[config.mk]
export PLATFORM = sky130hd
export DESIGN_NAME = instr_fetch_unit
export DESIGN_NICKNAME = d
export VERILOG_FILES = /design/src/rtl/fetch_pkg.sv /design/src/rtl/fetch_fifo.sv /design/src/rtl/instr_fetch_unit.sv
export SDC_FILE = /design/constraint.sdc
export NUM_CORES = 1
export LEC_CHECK = 0
export CAP_MARGIN = 20
export CORE_MARGIN = 4
export CORE_UTILIZATION = 52
export DETAILED_ROUTE_END_ITERATION = 10
export GPL_ROUTABILITY_DRIVEN = 0
export PLACE_DENSITY = 0.81
export SLEW_MARGIN = 5
export SYNTH_ARGS = -nofsm -noshare
export SYNTH_HDL_FRONTEND = slang
export SYNTH_SLANG_ARGS = --single-unit
[constraint.sdc]
create_clock -name clk -period 6.71 [get_ports clk]
set_input_delay 1.342 -clock clk [delete_from_list [all_inputs] [get_ports clk]]
set_output_delay 1.342 -clock clk [all_outputs]
set_load 0.05 [all_outputs]
[src/rtl/fetch_pkg.sv]
// Shared types and constants for the instruction fetch slice.
package fetch_pkg;

    localparam int unsigned XLEN = 32;

    localparam logic [XLEN-1:0] INSTR_TERMINATOR = 32'h0000_0000;
    localparam logic [XLEN-1:0] PC_STEP          = 32'd4;

    typedef enum logic [1:0] {
        IDLE = 2'd0,
        RUN  = 2'd1,
        HALT = 2'd2
    } fetch_state_t;

endpackage

[src/rtl/fetch_fifo.sv]
// Small synchronous FIFO holding {pc, instruction} pairs; flush dominates push/pop.
module fetch_fifo #(
    parameter int unsigned WIDTH = 64,
    parameter int unsigned DEPTH = 2
) (
    input  logic                       clk,
    input  logic                       reset,
    input  logic                       push,
    input  logic                       pop,
    input  logic                       flush,
    input  logic [WIDTH-1:0]           wdata,
    output logic [WIDTH-1:0]           rdata,
    output logic [$clog2(DEPTH):0]     count,
    output logic                       full,
    output logic                       empty
);

    localparam int unsigned AW = $clog2(DEPTH);
    localparam int unsigned CW = AW + 1;

    logic [WIDTH-1:0] mem [DEPTH];
    logic [AW-1:0]    rd_ptr;
    logic [AW-1:0]    wr_ptr;
    logic             do_push;
    logic             do_pop;

    // A push into a full FIFO is only accepted when the head leaves in the same cycle.
    assign do_push = push & (~full | pop);
    assign do_pop  = pop & ~empty;

    assign rdata = mem[rd_ptr];
    assign full  = (count == CW'(DEPTH));
    assign empty = (count == '0);

    // Storage, pointers and occupancy; storage is cleared on reset so the head reads zero.
    always_ff @(posedge clk or posedge reset) begin
        if (reset) begin
            mem    <= '{default: '0};
            rd_ptr <= '0;
            wr_ptr <= '0;
            count  <= '0;
        end else if (flush) begin
            rd_ptr <= '0;
            wr_ptr <= '0;
            count  <= '0;
        end else begin
            if (do_push) begin
                mem[wr_ptr] <= wdata;
                wr_ptr      <= wr_ptr + AW'(1);
            end
            if (do_pop) begin
                rd_ptr <= rd_ptr + AW'(1);
            end
            unique case ({do_push, do_pop})
                2'b10:   count <= count + CW'(1);
                2'b01:   count <= count - CW'(1);
                default: count <= count;
            endcase
        end
    end

endmodule

[src/rtl/instr_fetch_unit.sv]
// Instruction fetch front end: drives the ROM address, buffers fetched words, hands them to decode.
module instr_fetch_unit
    import fetch_pkg::*;
#(
    parameter logic [31:0] RESET_PC   = 32'h0000_0000,
    parameter int unsigned FIFO_DEPTH = 2
) (
    input  logic            clk,
    input  logic            reset,
    input  logic            fetch_enable,
    output logic [XLEN-1:0] imem_addr,
    input  logic [XLEN-1:0] imem_rd,
    input  logic            redirect_valid,
    input  logic [XLEN-1:0] redirect_pc,
    output logic            instr_valid,
    output logic [XLEN-1:0] instr,
    output logic [XLEN-1:0] instr_pc,
    input  logic            instr_ready,
    output logic            halted
);

    localparam int unsigned CW = $clog2(FIFO_DEPTH) + 1;

    fetch_state_t        state_q;
    fetch_state_t        state_d;
    logic [XLEN-1:0]     fetch_pc;
    logic                push;
    logic                pop;
    logic                room;
    logic [2*XLEN-1:0]   head;
    logic [CW-1:0]       fifo_count;
    logic                fifo_full;
    logic                fifo_empty;

    assign imem_addr   = fetch_pc;
    assign pop         = instr_valid & instr_ready;
    assign room        = ~fifo_full | pop;
    assign instr_valid = ~fifo_empty;
    assign instr_pc    = head[2*XLEN-1:XLEN];
    assign instr       = head[XLEN-1:0];
    assign halted      = (state_q == HALT) & (fifo_count == '0);

    fetch_fifo #(
        .WIDTH (2 * XLEN),
        .DEPTH (FIFO_DEPTH)
    ) u_fifo (
        .clk   (clk),
        .reset (reset),
        .push  (push),
        .pop   (pop),
        .flush (redirect_valid),
        .wdata ({fetch_pc, imem_rd}),
        .rdata (head),
        .count (fifo_count),
        .full  (fifo_full),
        .empty (fifo_empty)
    );

    // FSM state register.
    always_ff @(posedge clk or posedge reset) begin
        if (reset) begin
            state_q <= IDLE;
        end else begin
            state_q <= state_d;
        end
    end

    // Next state and push decision; a redirect overrides everything else.
    always_comb begin
        state_d = state_q;
        push    = 1'b0;
        if (redirect_valid) begin
            state_d = fetch_enable ? RUN : IDLE;
        end else begin
            unique case (state_q)
                IDLE: begin
                    if (fetch_enable) state_d = RUN;
                end
                RUN: begin
                    push = (imem_rd != INSTR_TERMINATOR) & room;
                    if (!fetch_enable)                     state_d = IDLE;
                    else if (imem_rd == INSTR_TERMINATOR)  state_d = HALT;
                end
                HALT: begin
                    state_d = HALT;
                end
                default: state_d = IDLE;
            endcase
        end
    end

    // Fetch PC: redirect target is word aligned; otherwise advance on every accepted push.
    always_ff @(posedge clk or posedge reset) begin
        if (reset) begin
            fetch_pc <= RESET_PC;
        end else if (redirect_valid) begin
            fetch_pc <= {redirect_pc[XLEN-1:2], 2'b00};
        end else if (push) begin
            fetch_pc <= fetch_pc + PC_STEP;
        end
    end

endmodule

; Word-level counts from Yosys, hierarchy flattened
; Cells that the tools add are included.
[totals]
reg_bits = 166
inputBits = 69
output_inout_bits = 98
word_cells = 66
[op_classes]
add_sub_neg = 5
n_lt_le_gt_ge = 3
n_eq_ne = 7
n_mux = 22
bitwise_logic = 11
reduce_logical = 11
[ops]
columns = operator, count
row1 = two-way mux 64 bit, 4
row2 = bitwise mux 128 bit, 1
row3 = demux 64 bit (select 1 bit), 1
row4 = two-way mux 32 bit, 2
row5 = "adder 32 x 3 -> 32 bit, second input constant", 1
row6 = zero test 32 bit, 1
row7 = nonzero test 32 bit, 1
row8 = two-way mux 2 bit, 5
row9 = two-way mux 1 bit, 7
row10 = "equality test 2 bit, second input constant", 3
row11 = one-hot mux 2 bit (3 select lines), 1
row12 = nonzero test 2 bit, 3
row13 = bitwise AND 1 bit, 5
row14 = "equality test 2 x 1 -> 1 bit, second input constant", 2
row15 = "greater-or-equal comparator 2 bit, second input constant", 2
row16 = zero test 2 bit, 2
row17 = "inequality test 4 bit, second input constant", 1
row18 = inverter 1 -> 2 bit, 2
row19 = one-hot mux 2 bit (2 select lines), 1
row20 = AND reduction 2 bit, 2
row21 = "inequality test 3 bit, second input constant", 1
row22 = inverter 1 bit, 3
row23 = nonzero test 3 bit, 1
row24 = "adder 1 bit, second input constant", 2
row25 = 5 further kinds, 5

; Longest topological paths before layout
; Gate-level depths: netlist of run 1.
[logic_depth]
word_depth = 11
depth_mapped = 8
mapped_depth_nobuf = 6

; By module
; A second synthesis of run 1 with hierarchy kept.
[unflattened]
hier_cells = 602
area_unflattened_um2 = 7980.2
[by_module_without_submodules]
columns = mod, n_inst, cells_each, area_per_inst_um2
row1 = fetch_fifo, 1, 366, 5915.7
row2 = instr_fetch_unit, 1, 236, 2064.5

; Least setup slack after synthesis of run 1
; Ideal clock, no wire load.
[synth_timing]
kind = input-to-reg
startpoint = in imem_rd[17]
endpoint = reg u_fifo.mem[0] in the netlist's numbering
setup_time_ps = 125
t_arrival_ps = 3078
required_ps = 6585
setup_slack_ps = 3507
cell_stages = 8
cell_sequence = nor4_1 > nand2_1 > or4_1 > buf_2 > and4_4 > buf_12 > buf_12 > mux2_4
[synth_via]
elab_chain_cells = 6
[synth_rtl]
columns = item, line_no
row1 = "start, declared", instr_fetch_unit.sv:12  ; input logic [XLEN-1:0] imem_rd,
row2 = nonzero test 32 bit, instr_fetch_unit.sv:80  ; push = (imem_rd != INSTR_TERMINATOR) & room;
row3 = bitwise AND 1 bit, instr_fetch_unit.sv:80
row4 = two-way mux 1 bit, instr_fetch_unit.sv:75  ; unique case (state_q)
row5 = two-way mux 1 bit, instr_fetch_unit.sv:72  ; if (redirect_valid) begin
row6 = bitwise AND 1 bit, fetch_fifo.sv:28  ; assign do_push = push & (~full | pop);
row7 = AND reduction 2 bit (no line), --
row8 = "end signal, assigned by index", fetch_fifo.sv:48  ; mem[wr_ptr] <= wdata;
row9 = "end, declared", fetch_fifo.sv:21  ; logic [WIDTH-1:0] mem [DEPTH];
; Every way passes these cells.
; A chain may end at the register's enable or synchronous reset.

; Worst setup path after layout of run 1
[layout_timing]
startpoint = in imem_rd[25]
endpoint = reg u_fifo.mem[75] in the netlist's numbering
; The elaborated chain is that of the path after synthesis.

==> impl_metrics.yaml, run 1 <==
clock_tree:
  clock_latency_ps: 420
  clkTransAtPathRegs_ps: 60
  numCtsBuffers: 17
  clock-root-buffer: "clkbuf_16"
  post-cts-setup-buffers: 0
  cts_tree: "built"
  hold_buffers: 0
  cts_resized: 0
  h-tree-depth: 4
  clock_path_buffers: 2
  cts.sinks: 160
worst_setup_path:
  reg2reg_slack_ps: 3810
  endpoint_kind: "flip-flop"
  worstSetupPathType: "in -> reg"
  cp_data_required_time_ps: 7010
  reg2reg_to: "u_fifo.mem[63]"
  startpoint: "imem_rd[25]"
  start_kind: "input pin"
  r2r_start: "state_q[1]"
  cp.arrival_ps: 4720
  cp_max_fo: 65
  ff2ff_path_depth: 5
cells_and_area:
  layout.nets: 824
  diodes: 0
  ff_latch_area_um2: 4010
  num-fill-cells: 1034
  area_delta_synth_final_pct: 28.5
  final_util: 0.690
  multiInputGateArea_um2: 3590
  layout-drive-gt1-share: 0.304
drt:
  vias_per_cell: 5.88
  wirelength_um: 18700
  maxUsedRoutingLayer: "met4"
  dr_wl_met2_um: 9010
  wl_per_cell_um: 19.7
  vias: 5591
  wl_met1_um: 8320
  first_pass_iters: 5
  ant_nets: 0
  wl_met3_um: 1110
  drt_iter0_drc: 371
  drc_errors: 0
timing:
  rsz0062_at_grt: "no"
  period_share: 0.659
  fmax_ghz: 0.226
  drv_slew: 0
  slew_headroom: 0.384
  tightest_slew_ps: 923
  skew_ps: 8.27
  setup_slack_ps: 2290
  finalSetupViolCount: 0
  fin_crit_ps: 4420
  hold_viol_final: 0
  tns_ps: 0
  fin_hold_ws_ps: 503
power_and_ir_drop:
  internal_power_mw: 2.43
  switchingPower_mw: 1.29
  seq_power_share: 0.363
  combPwrFrac: 0.360
  p_leak_nw: 4.07
  p_clk_frac: 0.277
  power_density_nw_per_um2: 365
  swShare: 0.348
  vdd_ir_drop_max_mv: 0.209
floorplanning:
  ios: 167
  start_util: 0.537
  die_height_um: 131
  die_area_um2: 17300
  core-area_um2: 14800
  fp.dieW_um: 131
  rows: 44
min_path:
  whs_path_depth: 1
  min_to: "u_fifo.mem[74]"
  min_from: "u_fifo.mem[74]"
  hp-class: "reg -> reg"
logic_synthesis:
  ys_warn_count: 0
  yosysSeqAreaShare: 0.505
  ys_async_sr_fraction: 1.00
  synth_common_cells: "dfrtp_1, mux2_2, mux2_4"
  syn_area_per_cell_um2: 13.0
  synthTopCellsByArea: "dfrtp_1, mux2_2, mux2_4"
  synth_top_family_by_area: "multiplexers"
  yosys.area.top_type: "dfrtp_1"
  synth_most_common_cell: "dfrtp_1"
  synthSimpleGateAreaFrac: 0.0960
  ys_ff_latch: 160
  synth-edff-count: 0
  synth_cells: 610
  synth_top_area_share: 0.505
  synthFlopType: "dfrtp_1"
  ys_types: 40
  synth-xor-area-share: 0.00221
  netlist_area_um2: 7920
  synthMuxAreaShare: 0.293
  synth_compound_area_frac: 0.0578
  synth_adder_area_share: 0.00158
grt:
  grt_max_degree: 114
  antenna_found_initial: 0
  grt_first_pass_wirelength_um: 31000
  grt_pass1_vias: 5886
  grtUsageTotal: 0.217
  grt-ovfl-total: 0
job:
  drv_cap: 0
outcome:
  outcome: "finished clean"
place:
  dp_hpwl_um: 12300
  pre_cts_slack_ps: 1870
  numPortBuffers: 160
[power groups by stage]
stage	Combinational (mW)	Clock, mW	Sequential (mW)
after global placement	1.32	0	1.34
after floorplan	0.948	0	1.36
after CTS	1.35	1.05	1.35
after detailed placement	1.34	0	1.36
after global routing	1.40	1.09	1.38
final	1.34	1.03	1.35
[layout make-up]
type,count,area share
clock buffers,18,0.0421
clock inverters,14,0.0199
inverters,7,0.00307
multi-input cells,399,0.353
flip-flops and latches,160,0.393
well taps,184,0.0226
repair buffers,169,0.166
[placed cells by master (no fill, tap or decap), drive strengths merged, types with 3 or more instances in the layout]
| cell | n |
|---|---|
| conb | 4 |
| o21ai | 6 |
| nand4 | 9 |
| o211ai | 3 |
| bufinv | 4 |
| a31oi | 26 |
| clkdlybuf4s50 | 160 |
| nor4 | 10 |
| nor2 | 34 |
| a21oi | 4 |
| clkinvlp | 4 |
| nand2b | 3 |
| or3 | 7 |
| nand3 | 16 |
| buf | 9 |
| nand2 | 18 |
| clkbuf | 18 |
| and3 | 4 |
| mux2 | 186 |
| dfrtp | 160 |
| or4 | 29 |
| inv | 11 |
| o31ai | 23 |
[kinds of logic after synthesis]
group	count (synthesis)
muxes	186
DFF	160
adders and majority gates	1
and+or+nand+nor	138
AOI/OAI and AO/OA	68
buffers and inverters	54
other	1
xor gates and xnor gates	2
[routing by layer]
layer / global-route usage / vias up
met1: 0.289 / 2824
li1: - / 2551
met5: 0 / -
met2: 0.349 / 190
met4: 0.0601 / 0
met3: 0.0650 / 26
[flip-flops by register name, indices dropped and copies added (netlist names)]
signal and flops:
u_fifo.mem 124, u_fifo.wr_ptr 1, imem_addr 30, u_fifo.count 2, u_fifo.rd_ptr 1, state_q 2
[worst max-delay path: stages]
cell and delay, ps:
clkdlybuf4s50_1 450, nor4_1 400, nand2_1 160, nor4_2 280
buf_4 530, or4_2 760, buf_4 400, mux2_2 370
[how the worst max path moves through the flow]
stage	end	slack, ps	cells past startpoint
5_1_grt	u_fifo.mem[77]	2100	8
2_1_floorplan	imem_addr[10]	1050	1
6_report	u_fifo.mem[75]	2290	8
4_1_cts	u_fifo.mem[76]	2270	8
3_3_place_gp	u_fifo.mem[75]	1980	8
3_5_place_dp	u_fifo.mem[85]	1870	8
[per-stage QoR]
stage	std cells	power, mW	area, um2
after floorplan	613	2.31	7930
after global placement	918	2.66	9520
after detailed placement	918	2.70	9520
after CTS	950	3.75	10200
after global routing	951	3.87	10200
final	951	3.72	10200
Note: power is estimated with default switching activity, not from simulation.
==> run 2, diff against run 1 <==
- clock period: 6.71 -> 4.5 ns (I/O delays scaled with it)
==> run 2 against run 1 <==
Clock power increased by 43%. Die area unchanged. Critical path depth decreased by 5. Largest cell class unchanged. Highest routed layer unchanged.
==> impl_metrics.yaml, run 2 (same netlist as run 1, synthesis figures left out) <==
worst_setup_path:
  start_kind: "flip-flop"
  cp.arrival_ps: 2720
  cp_data_required_time_ps: 3600
  endpoint_kind: "output port"
  ff2ff_path_depth: 5
  cp_max_fo: 37
  worstSetupPathType: "reg -> out"
place:
  placed_cell_area_um2: 9570
  numPortBuffers: 160
  pre_cts_slack_ps: 730
  dp_hpwl_um: 12800
grt:
  grt_max_degree: 65
  grt_util_met1: 0.304
  grtUsageMet3: 0.0615
  antenna_found_initial: 0
  grtUsageTotal: 0.226
  grt_util_met2: 0.370
  grt-ovfl-total: 0
  gr-max-usage-layer: "met2"
  grt_pass1_vias: 6041
  grt_first_pass_wirelength_um: 32000
power_and_ir_drop:
  combPwrFrac: 0.366
  swShare: 0.345
  internal_power_mw: 3.60
  vdd_ir_drop_max_mv: 0.361
  power_density_nw_per_um2: 540
  p_leak_nw: 4.07
  seq_power_share: 0.366
  switchingPower_mw: 1.90
  p_total_mw: 5.49
  p_clk_frac: 0.268
clock_tree:
  post-cts-setup-buffers: 0
  cts_tree: "built"
  clock_path_buffers: 2
  clock-root-buffer: "clkbuf_16"
  cts.sinks: 160
  hold_buffers: 0
  h-tree-depth: 4
  numCtsBuffers: 17
  cts_resized: 0
  clock_latency_ps: 420
  clkTransAtPathRegs_ps: 60
drt:
  drt_iter0_drc: 344
  vias: 5637
  wirelength_um: 19300
  ant_nets: 0
  vias_per_cell: 5.93
  first_pass_iters: 5
  wl_per_cell_um: 20.3
  drc_errors: 0
cells_and_area:
  final_common_cell: "clkdlybuf4s50_1"
  design_area_um2: 10200
  top_register: "u_fifo.mem"
  diodes: 0
  largest_reg_flops: 124
  final_util: 0.690
  layout.nets: 825
  num-fill-cells: 1026
  final_cell_mix: "clkdlybuf4s50_1, dfrtp_1, mux2_2, mux2_4, nor2_1"
  area_delta_synth_final_pct: 28.5
  layout-drive-gt1-share: 0.302
timing:
  fin_crit_ps: 3620
  fmax_ghz: 0.276
  period_share: 0.805
  tightest_slew_ps: 748
  tns_ps: 0
  skew_ps: 6.09
  setup_slack_ps: 877
  hold_viol_final: 0
  rsz0062_at_grt: "no"
  finalSetupViolCount: 0
  slew_headroom: 0.502
  drv_slew: 0
floorplanning:
  ios: 167
  rows: 44
  core-area_um2: 14800
  die_height_um: 131
  start_util: 0.537
  die_area_um2: 17300
  fp.dieW_um: 131
job:
  drv_cap: 0
min_path:
  whs_path_depth: 1
  hp-class: "reg -> reg"
outcome:
  outcome: "finished clean"
[run 2: cell types whose count changed in the layout (fill, tap and decap cells not counted), sizes merged]
| cell | change |
|---|---|
| clkbuf | +4 |
| bufinv | -1 |
| buf | +1 |
| clkinvlp | +2 |
| inv | -6 |
[run 2: metrics by stage]
stage | cells | hold WS, ps
2_1_floorplan | 613 | 475
3_3_place_gp | 920 | 482
4_1_cts | 951 | 505
6_report | 951 | 500
3_5_place_dp | 920 | 489
5_1_grt | 951 | 517
[run 2: power by group through the flow]
stage | Clock, mW | Sequential, mW | Combinational, mW
finish | 1.47 | 2.01 | 2.01
global route | 1.57 | 2.05 | 2.10
CTS | 1.50 | 2.00 | 2.03
detailed placement | 0 | 2.02 | 2.01
global placement | 0 | 1.99 | 1.98
floorplan | 0 | 2.03 | 1.41
[run 2: cell type report]
type	instances	area (um2)	share of cell area
Sequential cell	160	4010	0.393
Multi-Input combinational cell	399	3590	0.353
Timing Repair Buffer	170	1710	0.168
Clock buffer	22	474	0.0466
Tap cell	184	230	0.0226
Clock inverter	9	133	0.0130
Inverter	7	30.0	0.00295
[run 2: worst paths after layout]
check | slack, ps | to | from
min reg2reg | 500 | u_fifo.mem[119] | u_fifo.mem[119]
min | 500 | u_fifo.mem[119] | u_fifo.mem[119]
min in group asynchronous | 980 | imem_addr[31] | reset
max | 880 | instr[28] | u_fifo.rd_ptr
max in group asynchronous | 2320 | u_fifo.mem[36] | reset
max reg2reg | 1970 | u_fifo.mem[63] | state_q[1]
[run 2: metal layers]
metal / vias up / routed length [um]
met2: 215 / 9440
met1: 2849 / 8470
met5: - / 0
met4: 0 / 177
li1: 2556 / -
met3: 17 / 1220
[run 2: critical path, cell delays in order, from the launching register on]
cell and delay [ps]:
dfrtp_2 850, buf_12 320, mux2_2 370, clkdlybuf4s50_1 720
==> run 3, diff against run 2 <==
- CORE_UTILIZATION: 52 -> 47
- PLACE_DENSITY: 0.81 -> 0.77
- clock period: 4.5 -> 3.1 ns (I/O delays scaled with it)
==> run 3 against run 2 <==
Largest cell class unchanged. Power grew 45%. Via count grew 0.64%. Final cell count is 5.3% higher. Worst setup slack worse by 740 ps. Hold slack gained 0.71 ps. Critical path depth did not move. Critical endpoint is now instr[2]. Highest routed layer unchanged. Sequential power grew 44%.
==> impl_metrics.yaml, run 3 (same netlist as run 1, synthesis figures left out) <==
drt:
  ant_nets: 0
  vias_per_cell: 5.67
  vias: 5673
  wirelength_um: 19300
  drt_iter0_drc: 272
  drc_errors: 0
  first_pass_iters: 5
  wl_per_cell_um: 19.2
clock_tree:
  clock-root-buffer: "clkbuf_16"
  post-cts-setup-buffers: 0
  cts_tree: "built"
  hold_buffers: 0
  clock_latency_ps: 420
  numCtsBuffers: 17
  h-tree-depth: 4
  cts_resized: 0
  clkTransAtPathRegs_ps: 60
  cts.sinks: 160
  clock_path_buffers: 2
timing:
  rsz0062_at_grt: "no"
  tns_ps: 0
  slew_headroom: 0.622
  hold_viol_final: 0
  drv_slew: 0
  fin_hold_ws_ps: 501
  skew_ps: 8.55
  fin_crit_ps: 2960
  finalSetupViolCount: 0
  setup_slack_ps: 137
  tightest_slew_ps: 565
  fmax_ghz: 0.338
  period_share: 0.956
floorplanning:
  ios: 167
  rows: 47
  die_height_um: 138
  fp.dieW_um: 138
  die_area_um2: 19000
  start_util: 0.479
  core-area_um2: 16500
grt:
  antenna_found_initial: 0
  grt_first_pass_wirelength_um: 31000
  grtUsageTotal: 0.207
  grt_max_degree: 62
  grt_pass1_vias: 6015
  grt-ovfl-total: 0
cells_and_area:
  multiInputGateArea_um2: 3590
  final_cell_mix: "clkdlybuf4s50_1, dfrtp_1, mux2_2, mux2_4, nor2_1"
  final_common_cell: "clkdlybuf4s50_1"
  largest_reg_flops: 124
  area_delta_synth_final_pct: 30.8
  top_register: "u_fifo.mem"
  design_area_um2: 10400
  fin_cells: 1001
  ff_latch_area_um2: 4010
  layout.nets: 838
  num-fill-cells: 1253
  diodes: 0
  layout-drive-gt1-share: 0.316
min_path:
  hp-class: "reg -> reg"
  min_from: "u_fifo.mem[122]"
  min_to: "u_fifo.mem[122]"
  whs_path_depth: 1
worst_setup_path:
  worstSetupPathType: "reg -> out"
  cp_data_required_time_ps: 2480
  startpoint: "u_fifo.rd_ptr"
  reg2reg_slack_ps: 680
  start_kind: "flip-flop"
  ff2ff_path_depth: 5
  cp.arrival_ps: 2340
  endpoint_kind: "output port"
  cp_max_fo: 34
  reg2reg_to: "imem_addr[29]"
  r2r_start: "imem_addr[8]"
power_and_ir_drop:
  p_leak_nw: 4.14
  power_density_nw_per_um2: 770
  vdd_ir_drop_max_mv: 0.404
place:
  placed_cell_area_um2: 9750
  placed_cells: 969
  dp_hpwl_um: 13300
  numPortBuffers: 160
  pre_cts_slack_ps: -9.83
job:
  drv_cap: 0
outcome:
  outcome: "finished clean"
## run 3: per-layer routing
layer	GRT usage	part of all wire	vias up
li1	-	-	2580
met1	0.269	0.43	2903
met2	0.347	0.50	176
met3	0.0599	0.063	14
met4	0.0406	0.0069	0
met5	0	0	-
## run 3: worst max path at each step
stage / end / cells past startpoint / slack (ps)
3_3_place_gp: u_fifo.mem[1] / 7 / 80
4_1_cts: instr[2] / 3 / 120
3_5_place_dp: u_fifo.mem[25] / 7 / -10
6_report: instr[2] / 3 / 140
2_1_floorplan: imem_addr[10] / 1 / 450
5_1_grt: instr_pc[15] / 3 / 90
## run 3: critical path: stages (launching register included)
cell and delay (ps):
dfrtp_2 350, buf_4 420, mux2_2 400, clkdlybuf4s50_1 730
## run 3: final cells by class
cell class	count	share of cell area
Tap cell	220	0.0266
Timing Repair Buffer	183	0.179
Inverter	7	0.00290
Clock inverter	13	0.0157
Clock buffer	19	0.0428
Multi-Input combinational cell	399	0.347
Sequential cell	160	0.387
## run 3: power by group
part	internal [mW]	leakage [nW]	switching (mW)	total (mW)
Sequential	2.58	1.87	0.316	2.90
Combinational	1.32	1.99	1.63	2.95
Clock	1.29	0.278	0.845	2.13
Total	5.19	4.14	2.79	7.98
## run 3: stage by stage
stage	util	power, mW
2_1_floorplan	-	4.99
3_3_place_gp	0.590	5.78
3_5_place_dp	0.590	5.88
4_1_cts	0.627	8.04
5_1_grt	0.627	8.32
6_report	0.627	7.98
